**config.mk**
```make
export PLATFORM = sky130hd
export DESIGN_NAME = seq_alu
export DESIGN_NICKNAME = d
export VERILOG_FILES = /design/src/rtl/seq_alu_pkg.sv /design/src/rtl/seq_mult.sv /design/src/rtl/seq_alu.sv
export SDC_FILE = /design/constraint.sdc
export NUM_CORES = 1
export LEC_CHECK = 0
export BUFFER_PORTS_ARGS = -buffer_cell sky130_fd_sc_hd__buf_2
export CORE_UTILIZATION = 25
export DETAILED_ROUTE_END_ITERATION = 7
export GPL_TIMING_DRIVEN = 0
export SYNTH_ARGS = -nofsm -noshare
export SYNTH_HDL_FRONTEND = slang
export SYNTH_SLANG_ARGS = --single-unit
```
**constraint.sdc**
```tcl
create_clock -name clk -period 8.22 [get_ports clk]
set_clock_uncertainty 0.05 [all_clocks]
set_input_delay 1.644 -clock clk [delete_from_list [all_inputs] [get_ports clk]]
set_output_delay 1.644 -clock clk [all_outputs]
set_load 0.05 [all_outputs]
```
**src/rtl/seq_alu_pkg.sv**
```systemverilog
// seq_alu_pkg: shared types and helpers for the sequential switch/button ALU.
//   op_t    : operation codes. The value of each code is the index of its
//             button in the top level's button vector, so the lowest set
//             index is the one with the highest priority.
//   state_t : top-level FSM states.
//   lo_f / popcount_f : width-parametrised bit-counting helpers. The caller
//             zero-extends its operand to MAX_W and passes the real width.
package seq_alu_pkg;

    localparam int MAX_W = 64;  // widest SW vector the helpers support

    typedef enum logic [2:0] {
        OP_MULT = 3'd0,
        OP_LO   = 3'd1,
        OP_NO   = 3'd2,
        OP_ADD  = 3'd3,
        OP_SUB  = 3'd4
    } op_t;

    typedef enum logic [1:0] {
        IDLE = 2'd0,
        EXEC = 2'd1,
        MUL  = 2'd2
    } state_t;

    // Index of the highest set bit plus one; 0 when no bit is set.
    function automatic logic [31:0] lo_f(input logic [MAX_W-1:0] v, input int w);
        logic [31:0] r;
        r = '0;
        for (int i = 0; i < MAX_W; i++) begin
            if (i < w && v[i]) r = 32'(i + 1);
        end
        return r;
    endfunction

    function automatic logic [31:0] popcount_f(input logic [MAX_W-1:0] v, input int w);
        logic [31:0] r;
        r = '0;
        for (int i = 0; i < MAX_W; i++) begin
            if (i < w) r = r + 32'(v[i]);
        end
        return r;
    endfunction

endpackage

```
**src/rtl/seq_mult.sv**
```systemverilog
// seq_mult: N-cycle signed multiplier (sign-magnitude shift-and-add).
//   clk, CPU_RESETN : clock, async active-low reset
//   start           : one-cycle pulse; a and b are latched on this edge
//   a, b            : two's complement operands, N bits each
//   product         : exact signed 2N-bit product, valid while done = 1
//   done            : high during the last of the N iterations
// product and done are combinational from the final iteration so that the
// caller can register them in the same edge that finishes the iteration.
module seq_mult #(
    parameter int N = 8
) (
    input  logic           clk,
    input  logic           CPU_RESETN,
    input  logic           start,
    input  logic [N-1:0]   a,
    input  logic [N-1:0]   b,
    output logic [2*N-1:0] product,
    output logic           done
);
    localparam int CW = (N > 1) ? $clog2(N) : 1;

    logic           run_q, run_d;
    logic           neg_q, neg_d;
    logic [CW-1:0]  cnt_q, cnt_d;
    logic [2*N-1:0] mcand_q, mcand_d;
    logic [2*N-1:0] acc_q, acc_d;
    logic [N-1:0]   mplier_q, mplier_d;
    logic [2*N-1:0] acc_nx;
    logic [N-1:0]   mag_a, mag_b;
    logic           last;

    always_comb begin
        // -2^(N-1) has magnitude 2^(N-1), which still fits unsigned in N bits.
        mag_a    = a[N-1] ? -a : a;
        mag_b    = b[N-1] ? -b : b;
        acc_nx   = acc_q + (mplier_q[0] ? mcand_q : '0);
        last     = run_q && (cnt_q == CW'(N - 1));
        product  = neg_q ? -acc_nx : acc_nx;
        done     = last;

        run_d    = run_q;
        neg_d    = neg_q;
        cnt_d    = cnt_q;
        mcand_d  = mcand_q;
        acc_d    = acc_q;
        mplier_d = mplier_q;

        if (start) begin
            run_d    = 1'b1;
            neg_d    = a[N-1] ^ b[N-1];
            cnt_d    = '0;
            mcand_d  = {{N{1'b0}}, mag_a};
            acc_d    = '0;
            mplier_d = mag_b;
        end else if (run_q) begin
            acc_d    = acc_nx;
            mcand_d  = mcand_q << 1;
            mplier_d = mplier_q >> 1;
            cnt_d    = cnt_q + CW'(1);
            if (last) run_d = 1'b0;
        end
    end

    always_ff @(posedge clk or negedge CPU_RESETN) begin
        if (!CPU_RESETN) begin
            run_q    <= 1'b0;
            neg_q    <= 1'b0;
            cnt_q    <= '0;
            mcand_q  <= '0;
            acc_q    <= '0;
            mplier_q <= '0;
        end else begin
            run_q    <= run_d;
            neg_q    <= neg_d;
            cnt_q    <= cnt_d;
            mcand_q  <= mcand_d;
            acc_q    <= acc_d;
            mplier_q <= mplier_d;
        end
    end

endmodule

```
**src/rtl/seq_alu.sv**
```systemverilog
// seq_alu: registered switch/button ALU.
//   clk, CPU_RESETN : clock, async active-low reset
//   SW              : A = SW[BITS-1:N], B = SW[N-1:0], two's complement
//   BTNC/U/D/L/R    : async buttons -> MULT / LEADING_ONES / NUM_ONES / ADD / SUB
//   LED             : last completed result (held until the next done)
//   busy            : operation in progress
//   done            : one-cycle pulse when LED takes a new value
// BITS must be even, >= 4 and <= MAX_W; SYNC_STAGES >= 2.
module seq_alu
    import seq_alu_pkg::*;
#(
    parameter int BITS        = 16,
    parameter int SYNC_STAGES = 2
) (
    input  logic            clk,
    input  logic            CPU_RESETN,
    input  logic [BITS-1:0] SW,
    input  logic            BTNC,
    input  logic            BTNU,
    input  logic            BTND,
    input  logic            BTNL,
    input  logic            BTNR,
    output logic [BITS-1:0] LED,
    output logic            busy,
    output logic            done
);
    localparam int N = BITS / 2;

    // Bit i of btn is the button for op_t value i.
    logic [4:0] btn;
    logic [4:0] btn_s;
    assign btn = {BTNR, BTNL, BTND, BTNU, BTNC};

    for (genvar g = 0; g < 5; g++) begin : g_sync
        logic [SYNC_STAGES-1:0] chain_q, chain_d;
        always_comb chain_d = {chain_q[SYNC_STAGES-2:0], btn[g]};
        always_ff @(posedge clk or negedge CPU_RESETN) begin
            if (!CPU_RESETN) chain_q <= '0;
            else             chain_q <= chain_d;
        end
        assign btn_s[g] = chain_q[SYNC_STAGES-1];
    end

    // The cleared synchronisers refill after reset release, which would look
    // like a rising edge for any button held across reset. warm_q masks edge
    // detection until both the chains and prev_q carry real button levels.
    logic [SYNC_STAGES:0] warm_q, warm_d;
    logic [4:0]           prev_q, prev_d;
    logic [4:0]           start_q, start_d;

    always_comb begin
        warm_d  = {warm_q[SYNC_STAGES-1:0], 1'b1};
        prev_d  = btn_s;
        start_d = btn_s & ~prev_q & {5{warm_q[SYNC_STAGES]}};
    end

    always_ff @(posedge clk or negedge CPU_RESETN) begin
        if (!CPU_RESETN) begin
            warm_q  <= '0;
            prev_q  <= '0;
            start_q <= '0;
        end else begin
            warm_q  <= warm_d;
            prev_q  <= prev_d;
            start_q <= start_d;
        end
    end

    // Fixed priority C > U > D > L > R, i.e. lowest index wins.
    op_t sel_op;
    always_comb begin
        sel_op = OP_MULT;
        for (int i = 4; i >= 0; i--) begin
            if (start_q[i]) sel_op = op_t'(3'(i));
        end
    end

    state_t          state_q, state_d;
    op_t             op_q, op_d;
    logic [BITS-1:0] sw_q, sw_d;
    logic [BITS-1:0] led_q, led_d;
    logic            busy_q, busy_d;
    logic            done_q, done_d;
    logic            mult_start;
    logic [BITS-1:0] mult_product;
    logic            mult_done;

    seq_mult #(.N(N)) u_mult (
        .clk        (clk),
        .CPU_RESETN (CPU_RESETN),
        .start      (mult_start),
        .a          (SW[BITS-1:N]),
        .b          (SW[N-1:0]),
        .product    (mult_product),
        .done       (mult_done)
    );

    // Single-cycle operations work from the captured switches.
    logic [N-1:0]    opa, opb;
    logic [N:0]      sum, dif;
    logic [BITS-1:0] exec_res;
    always_comb begin
        opa = sw_q[BITS-1:N];
        opb = sw_q[N-1:0];
        sum = {opa[N-1], opa} + {opb[N-1], opb};
        dif = {opa[N-1], opa} - {opb[N-1], opb};
        case (op_q)
            OP_LO:   exec_res = BITS'(lo_f(MAX_W'(sw_q), BITS));
            OP_NO:   exec_res = BITS'(popcount_f(MAX_W'(sw_q), BITS));
            OP_ADD:  exec_res = {{(BITS-N-1){sum[N]}}, sum};
            OP_SUB:  exec_res = {{(BITS-N-1){dif[N]}}, dif};
            default: exec_res = '0;
        endcase
    end

    always_comb begin
        state_d    = state_q;
        op_d       = op_q;
        sw_d       = sw_q;
        led_d      = led_q;
        done_d     = 1'b0;
        mult_start = 1'b0;
        case (state_q)
            IDLE: begin
                if (|start_q) begin
                    sw_d = SW;
                    op_d = sel_op;
                    if (sel_op == OP_MULT) begin
                        state_d    = MUL;
                        mult_start = 1'b1;
                    end else begin
                        state_d = EXEC;
                    end
                end
            end
            EXEC: begin
                led_d   = exec_res;
                done_d  = 1'b1;
                state_d = IDLE;
            end
            MUL: begin
                if (mult_done) begin
                    led_d   = mult_product;
                    done_d  = 1'b1;
                    state_d = IDLE;
                end
            end
            default: state_d = IDLE;
        endcase
        busy_d = (state_d != IDLE);
    end

    always_ff @(posedge clk or negedge CPU_RESETN) begin
        if (!CPU_RESETN) begin
            state_q <= IDLE;
            op_q    <= OP_MULT;
            sw_q    <= '0;
            led_q   <= '0;
            busy_q  <= 1'b0;
            done_q  <= 1'b0;
        end else begin
            state_q <= state_d;
            op_q    <= op_d;
            sw_q    <= sw_d;
            led_q   <= led_d;
            busy_q  <= busy_d;
            done_q  <= done_d;
        end
    end

    assign LED  = led_q;
    assign busy = busy_q;
    assign done = done_q;

endmodule

```
## Word level (Yosys, flattened, before mapping)

Cells that the tools add are included.

| word-level totals | value |
|---|---|
| word-level logic and storage cells | 126 |
| memory bits (writable) | 0 |
| input port bits | 23 |
| bits in latches | 0 |
| ROM bits | 0 |
| register bits after elaboration | 107 |
| memories | 0 |
| output and inout bits | 18 |

| cells by class | value |
|---|---|
| bitwise logic cells | 4 |
| divide/modulo/power cells | 0 |
| $mul | 0 |
| reductions and logical operators | 9 |
| shifts and indexed selects | 0 |
| $add $sub $neg | 22 |
| multiplexer cells | 63 |
| equality and inequality tests | 8 |
| magnitude comparators | 0 |

Operators with widths:

| operator | number |
|---|---|
| 16-bit two-way mux | 30 |
| 16-bit by 1-bit adder with 16-bit output | 15 |
| 16-bit case mux with 4 select lines | 1 |
| 3-bit two-way mux | 11 |
| 8-bit two-way mux | 4 |
| 16-bit case mux with 2 select lines | 1 |
| 16-bit adder | 1 |
| 16-bit negator | 1 |
| 8-bit negator | 2 |
| 5-bit bitwise AND | 2 |
| 2-bit two-way mux | 5 |
| 8-bit by 8-bit adder with 9-bit output | 1 |
| 8-bit by 8-bit subtractor with 9-bit output | 1 |
| 1-bit two-way mux | 8 |
| 3-bit by 2-bit == test with 1-bit output (second input constant) | 2 |
| 3-bit == test (second input constant) | 2 |
| 2-bit nonzero test | 3 |
| 5-bit NOT | 1 |
| 5-bit OR reduction | 1 |
| 4-bit two-way mux | 1 |
| 2-bit case mux with 2 select lines | 1 |
| 2-bit AND reduction | 2 |
| 3-bit by 1-bit adder with 3-bit output (second input constant) | 1 |
| 3-bit by 1-bit == test with 1-bit output (second input constant) | 1 |
| other kinds (8) | 8 |

## Longest topological paths before layout

| logic depth | value |
|---|---|
| depth in word-level cells | 33 |
| mapped depth | 24 |
| gate-level depth less buffers | 24 |

## By module

Synthesis repeated with hierarchy kept, for this count alone.

| unflattened totals | value |
|---|---|
| cell total of the unflattened synthesis | 899 |
| area total of the unflattened synthesis | 8333.0 um2 |

By module, submodules not included:

| module | cells an instance | area an instance (um2) | times used | seq. area each (um2) |
|---|---|---|---|---|
| seq_alu | 508 | 4862.2 | 1 | 1551.5 |
| seq_mult | 391 | 3470.8 | 1 | 1126.1 |

## Worst setup path before layout

OpenSTA, ideal clock, no wires.

| timing | value |
|---|---|
| kind | flip-flop to flip-flop |
| from | register sw_q[1] |
| to | register led_q[5], in the netlist LED[5] |
| arrival time | 6.177 ns |
| period minus slack after synthesis | 6.358 ns |
| required time | 8.039 ns |
| slack | 1.862 ns |
| stages on the path, launching flop included | 24 |
| library setup time | 0.131 ns |
| buffers on the path | 0 |
| cells stage by stage | dfrtp_1 -> fa_1 -> ha_1 -> ha_1 -> ha_1 -> ha_1 -> ha_1 -> ha_1 -> ha_1 -> ha_1 -> ha_1 -> ha_1 -> ha_1 -> ha_1 -> nand2_1 -> nor2_1 -> mux2_2 -> a22oi_1 -> xor2_1 -> nand2_1 -> nor2_1 -> xor2_1 -> a222oi_1 -> o21ai_1 |

| on the way | value |
|---|---|
| cells in the longest elaborated chain, start to end | 31 |
| elaborated cells between the ends (all ways) | 33 |
| those cells by class | add/sub: 17; mux: 16 |

RTL lines:

| what | RTL line | RTL |
|---|---|---|
| start: declaration | seq_alu.sv:80 | `logic [BITS-1:0] sw_q, sw_d;` |
| start signal: assignment | seq_alu.sv:164 | `sw_q <= sw_d;` |
| 16-bit by 1-bit adder with 16-bit output | seq_alu_pkg.sv:40 | `if (i < w) r = r + 32'(v[i]);` |
| 16-bit two-way mux | seq_alu.sv:107 | `case (op_q)` |
| 16-bit by 1-bit adder with 16-bit output | seq_alu_pkg.sv:40 |  |
| 16-bit two-way mux | seq_alu.sv:107 |  |
| 16-bit by 1-bit adder with 16-bit output | seq_alu_pkg.sv:40 |  |
| 16-bit two-way mux | seq_alu.sv:107 |  |
| 16-bit by 1-bit adder with 16-bit output | seq_alu_pkg.sv:40 |  |
| 16-bit two-way mux | seq_alu.sv:107 |  |
| [15 not listed] | n/a |  |
| 16-bit two-way mux | seq_alu.sv:107 |  |
| 16-bit by 1-bit adder with 16-bit output | seq_alu_pkg.sv:40 |  |
| 16-bit two-way mux | seq_alu.sv:107 |  |
| 16-bit by 1-bit adder with 16-bit output | seq_alu_pkg.sv:40 |  |
| 16-bit two-way mux | seq_alu.sv:107 |  |
| 16-bit by 1-bit adder with 16-bit output | seq_alu_pkg.sv:40 |  |
| 16-bit case mux with 4 select lines * | seq_alu.sv:107 |  |
| 16-bit case mux with 2 select lines * | seq_alu.sv:123 | `case (state_q)` |
| end signal: assignment | seq_alu.sv:165 | `led_q <= led_d;` |
| end: declaration | seq_alu.sv:81 | `logic [BITS-1:0] led_q, led_d;` |

Every way passes the cells marked *; elsewhere a longest branch is shown, timed or not. The select of a mux whose other input is x is not followed.
A chain may end at the register's enable or synchronous reset.

## Worst setup path after layout

Same ends and word-level chain as after synthesis.

==> reports/results.md <==
### Timing
- **worst-case setup margin in the final layout** 1.32 ns
- **Least-Margin Pin Slew** 0.801 ns
- **unrepaired setup endpoints after global routing** false
- **Final Max Slew Viols** 0
- **Final min period** 6.90 ns
- **worst slew margin relative to its limit** 46.6%
- **Setup Viol. Count Final** 0
- **hold violation total from the final report** 0
- **part of the cycle the worst path needs** 84.0%
- **setup tns final** 0 ns
- **maximum clock rate** 145 MHz

### Yosys
- **post-synthesis sequential element count** 107
- **Post-Synth Adder-Cell Area** 11.8%
- **multiplexer share of the synthesized area** 8.03%
- **yosys synthesis warning count** 0
- **top-area cell type share of the netlist area** 33.4%
- **Post-Synthesis Cell Area** 8030 µm²
- **cell type with the highest aggregate area in the netlist** sky130_fd_sc_hd__dfrtp_1
- **simple-gate share of the synthesized area** 17.1%
- **dominant combinational cell family by area after synthesis** compound AO/OA/AOI/OAI gates
- **post-synthesis sequential area ratio** 33.4%
- **Cell variety after synth** 76
- **dominant register cell in the synthesized netlist** sky130_fd_sc_hd__dfrtp_1
- **asr flop ratio synth** 100%
- **mean post-synth cell area** 9.16 µm²
- **xor and xnor area share after synthesis** 9.31%
- **share of the synthesized area in compound gates (AO/OA/AOI/OAI)** 17.2%
- **number of nets produced by synthesis** 972
- **cells taking the most area after synthesis** sky130_fd_sc_hd__dfrtp_1, sky130_fd_sc_hd__ha_1, sky130_fd_sc_hd__mux2i_1, sky130_fd_sc_hd__xnor2_1, sky130_fd_sc_hd__nor2_1
- **Gate Count Post-Synth** 876
- **count of flip-flops with a built-in enable after synthesis** 0

### CTS
- **later-pin clock latency in the skew report** 0.35 ns
- **number of cells upsized or downsized after cts** 0
- **clock root buffer** sky130_fd_sc_hd__clkbuf_16
- **Inserted Clock Buffers** 9
- **clock slew at the register clock pins of the worst setup and hold paths** 0.07 ns
- **number of H-tree levels** 3
- **Clock Tree Buf Depth** 2
- **clock tree from TritonCTS** yes
- **number of buffers inserted to repair setup after CTS** 0
- **number of clock sinks seen by CTS** 107
- **number of buffers inserted for hold repair after clock tree synthesis** 0

### Placed design
- **Post-Place Cells** 1317
- **Placed Area** 8750 µm²
- **Placement Setup Slack** 1.31 ns
- **Port Buffers** 38
- **post-DP HPWL** 14900 µm
- **placer's final routability congestion estimate** 0.834

### GRT
- **grt peak-use layer** met2
- **via count of the first global-routing pass** 6249
- **met1 Usage GRT** 14.6%
- **wire length of the first global-routing pass** 31500 µm
- **met2 demand-to-capacity share in global routing** 21.1%
- **maximum number of pins on one net before global-route repair** 68
- **total global routing track utilization** 11.7%
- **met3 Usage GRT** 1.05%
- **number of antenna violations at the first check in global routing** 0
- **leftover overflow at the end of global routing** 0

### Detailed routing
- **total detailed-routing wirelength** 18900 µm
- **Detailed Routing Iterations Pass 1** 4
- **DR DRC count** 0
- **routed via count divided by cell count** 4.75
- **DR iter-0 viols** 283
- **Routed Antenna Nets** 0
- **DR WL/cell** 14.2 µm
- **Via Count** 6333

### Worst setup path
- **worst-case register-to-register setup slack** 1.32 ns
- **nature of the critical path endpoint** register
- **biggest fanout along the worst timing path** 7
- **RR Startpoint** sw_q[1]
- **startpoint class of the critical path** register
- **endpoint of the worst-slack reg-to-reg timing path** LED[5]
- **arrival time at the worst endpoint** 7.08 ns
- **worst r2r path cells** 23
- **data required time of the worst path** 8.39 ns
- **Setup CP Type** reg2reg

### Floorplanning
- **die outline width** 181 µm
- **placeable core area** 31600 µm²
- **die outline height** 181 µm
- **row count** 65
- **starting density of the core** 25.4%
- **Die Area** 32800 µm²
- **number of top-level design ports** 41

### Cells and area
- **most common library cell in the layout ignoring fill and taps** sky130_fd_sc_hd__dfrtp_1
- **layout cells sized above 1** 10.4%
- **synth-to-layout area growth** 12.5%
- **Final #Nets** 1022
- **Design Area, Final** 9030 µm²
- **fin cells** 1332
- **antenna fix cells** 0
- **most frequent cells in the layout** sky130_fd_sc_hd__dfrtp_1, sky130_fd_sc_hd__nor2_1, sky130_fd_sc_hd__nand2_1, sky130_fd_sc_hd__ha_1, sky130_fd_sc_hd__a21oi_1

### Run
- **Max Cap Violations** 0

### Hold path
- **Min-Delay Path Depth** 0
- **Worst Hold Path EP** warm_q[2]
- **Worst Hold Class** reg2reg
- **startpoint of the most critical hold path** warm_q[1]

### Status
- **result of the run** completed

critical path, stage by stage (launching register included):
cell                       delay [ns]
sky130_fd_sc_hd__dfrtp_1         0.53
sky130_fd_sc_hd__fa_1            0.50
sky130_fd_sc_hd__ha_1            0.29
sky130_fd_sc_hd__ha_1            0.22
sky130_fd_sc_hd__ha_1            0.32
sky130_fd_sc_hd__ha_1            0.34
sky130_fd_sc_hd__ha_1            0.32
sky130_fd_sc_hd__ha_1            0.31
sky130_fd_sc_hd__ha_1            0.34
sky130_fd_sc_hd__ha_1            0.34
sky130_fd_sc_hd__ha_1            0.32
sky130_fd_sc_hd__ha_1            0.34
sky130_fd_sc_hd__ha_1            0.34
sky130_fd_sc_hd__ha_1            0.32
sky130_fd_sc_hd__nand2_1         0.16
sky130_fd_sc_hd__nor2_1          0.09
sky130_fd_sc_hd__mux2_2          0.27
sky130_fd_sc_hd__a22oi_1         0.21
sky130_fd_sc_hd__xor2_1          0.27
sky130_fd_sc_hd__nand2_1         0.12
sky130_fd_sc_hd__nor2_1          0.17
sky130_fd_sc_hd__xor2_1          0.12
sky130_fd_sc_hd__a222oi_1        0.41
sky130_fd_sc_hd__o21ai_1         0.10
Yosys cell counts (7+ instances only):
cell type                  number
sky130_fd_sc_hd__nor3_1        12
sky130_fd_sc_hd__nand2_1       80
sky130_fd_sc_hd__a21oi_1       57
sky130_fd_sc_hd__nand3_1       22
sky130_fd_sc_hd__xnor2_1       50
sky130_fd_sc_hd__ha_1          69
sky130_fd_sc_hd__o31ai_1        9
sky130_fd_sc_hd__a21o_1         7
sky130_fd_sc_hd__clkbuf_1      22
sky130_fd_sc_hd__xor2_1        10
sky130_fd_sc_hd__nor2b_1        9
sky130_fd_sc_hd__nor2_1        90
sky130_fd_sc_hd__dfrtp_1      107
sky130_fd_sc_hd__a31oi_1        7
sky130_fd_sc_hd__o21ai_0       45
sky130_fd_sc_hd__mux2_2        14
sky130_fd_sc_hd__inv_1         41
sky130_fd_sc_hd__and2_1        23
sky130_fd_sc_hd__and3_1         7
sky130_fd_sc_hd__mux2i_1       45
sky130_fd_sc_hd__or3_1          7
sky130_fd_sc_hd__o21bai_1      15
kinds of logic after synthesis:
group | Yosys count
other | 1
muxes | 61
AOI/OAI and AO/OA | 210
xor gates and xnor gates | 70
buffers and inverters | 67
and+or+nand+nor | 287
adders and majority gates | 73
DFF | 107
metrics by stage:
stage	hold slack, ns	util [%]
after floorplan	0.281	-
after global placement	0.282	27.6
after detailed placement	0.286	27.7
after CTS	0.301	28.6
after global routing	0.302	28.6
final	0.298	28.6
worst max-delay path by stage:
stage                        from      to  slack [ns]  cells past startpoint
final                     sw_q[1]  LED[5]        1.32                     23
after global routing      sw_q[1]  LED[5]        0.84                     23
after CTS                 sw_q[1]  LED[5]        1.30                     23
after detailed placement  sw_q[1]  LED[5]        1.31                     23
after global placement    sw_q[1]  LED[5]        1.36                     23
after floorplan           sw_q[1]  LED[5]        1.86                     23
state kept, by name, indices dropped and copies added, names as in the netlist:
register         count
prev_q               5
busy                 1
g_sync.chain_q      10
u_mult.mcand_q      16
state_q              2
warm_q               3
u_mult.acc_q        16
u_mult.run_q         1
u_mult.mplier_q      8
done                 1
u_mult.neg_q         1
u_mult.cnt_q         3
sw_q                16
start_q              5
LED                 16
op_q                 3
final cells by class:
type | count | area [µm²]
Fill cell | 3352 | 22500
Multi-Input combinational cell | 702 | 5100
Sequential cell | 107 | 2680
Tap cell | 402 | 503
Clock buffer | 10 | 239
Timing Repair Buffer | 39 | 220
Inverter | 41 | 154
Buffer | 26 | 97.6
Clock inverter | 5 | 37.5
layer usage:
layer / up-vias / routed length (µm)
met4: 0 / 290
met2: 61 / 9440
met5: - / 0
met1: 3023 / 8860
met3: 16 / 282
li1: 3233 / -
Power is not shown: default switching activity piles up to over one toggle a cycle in this logic, so the estimate is an artifact.
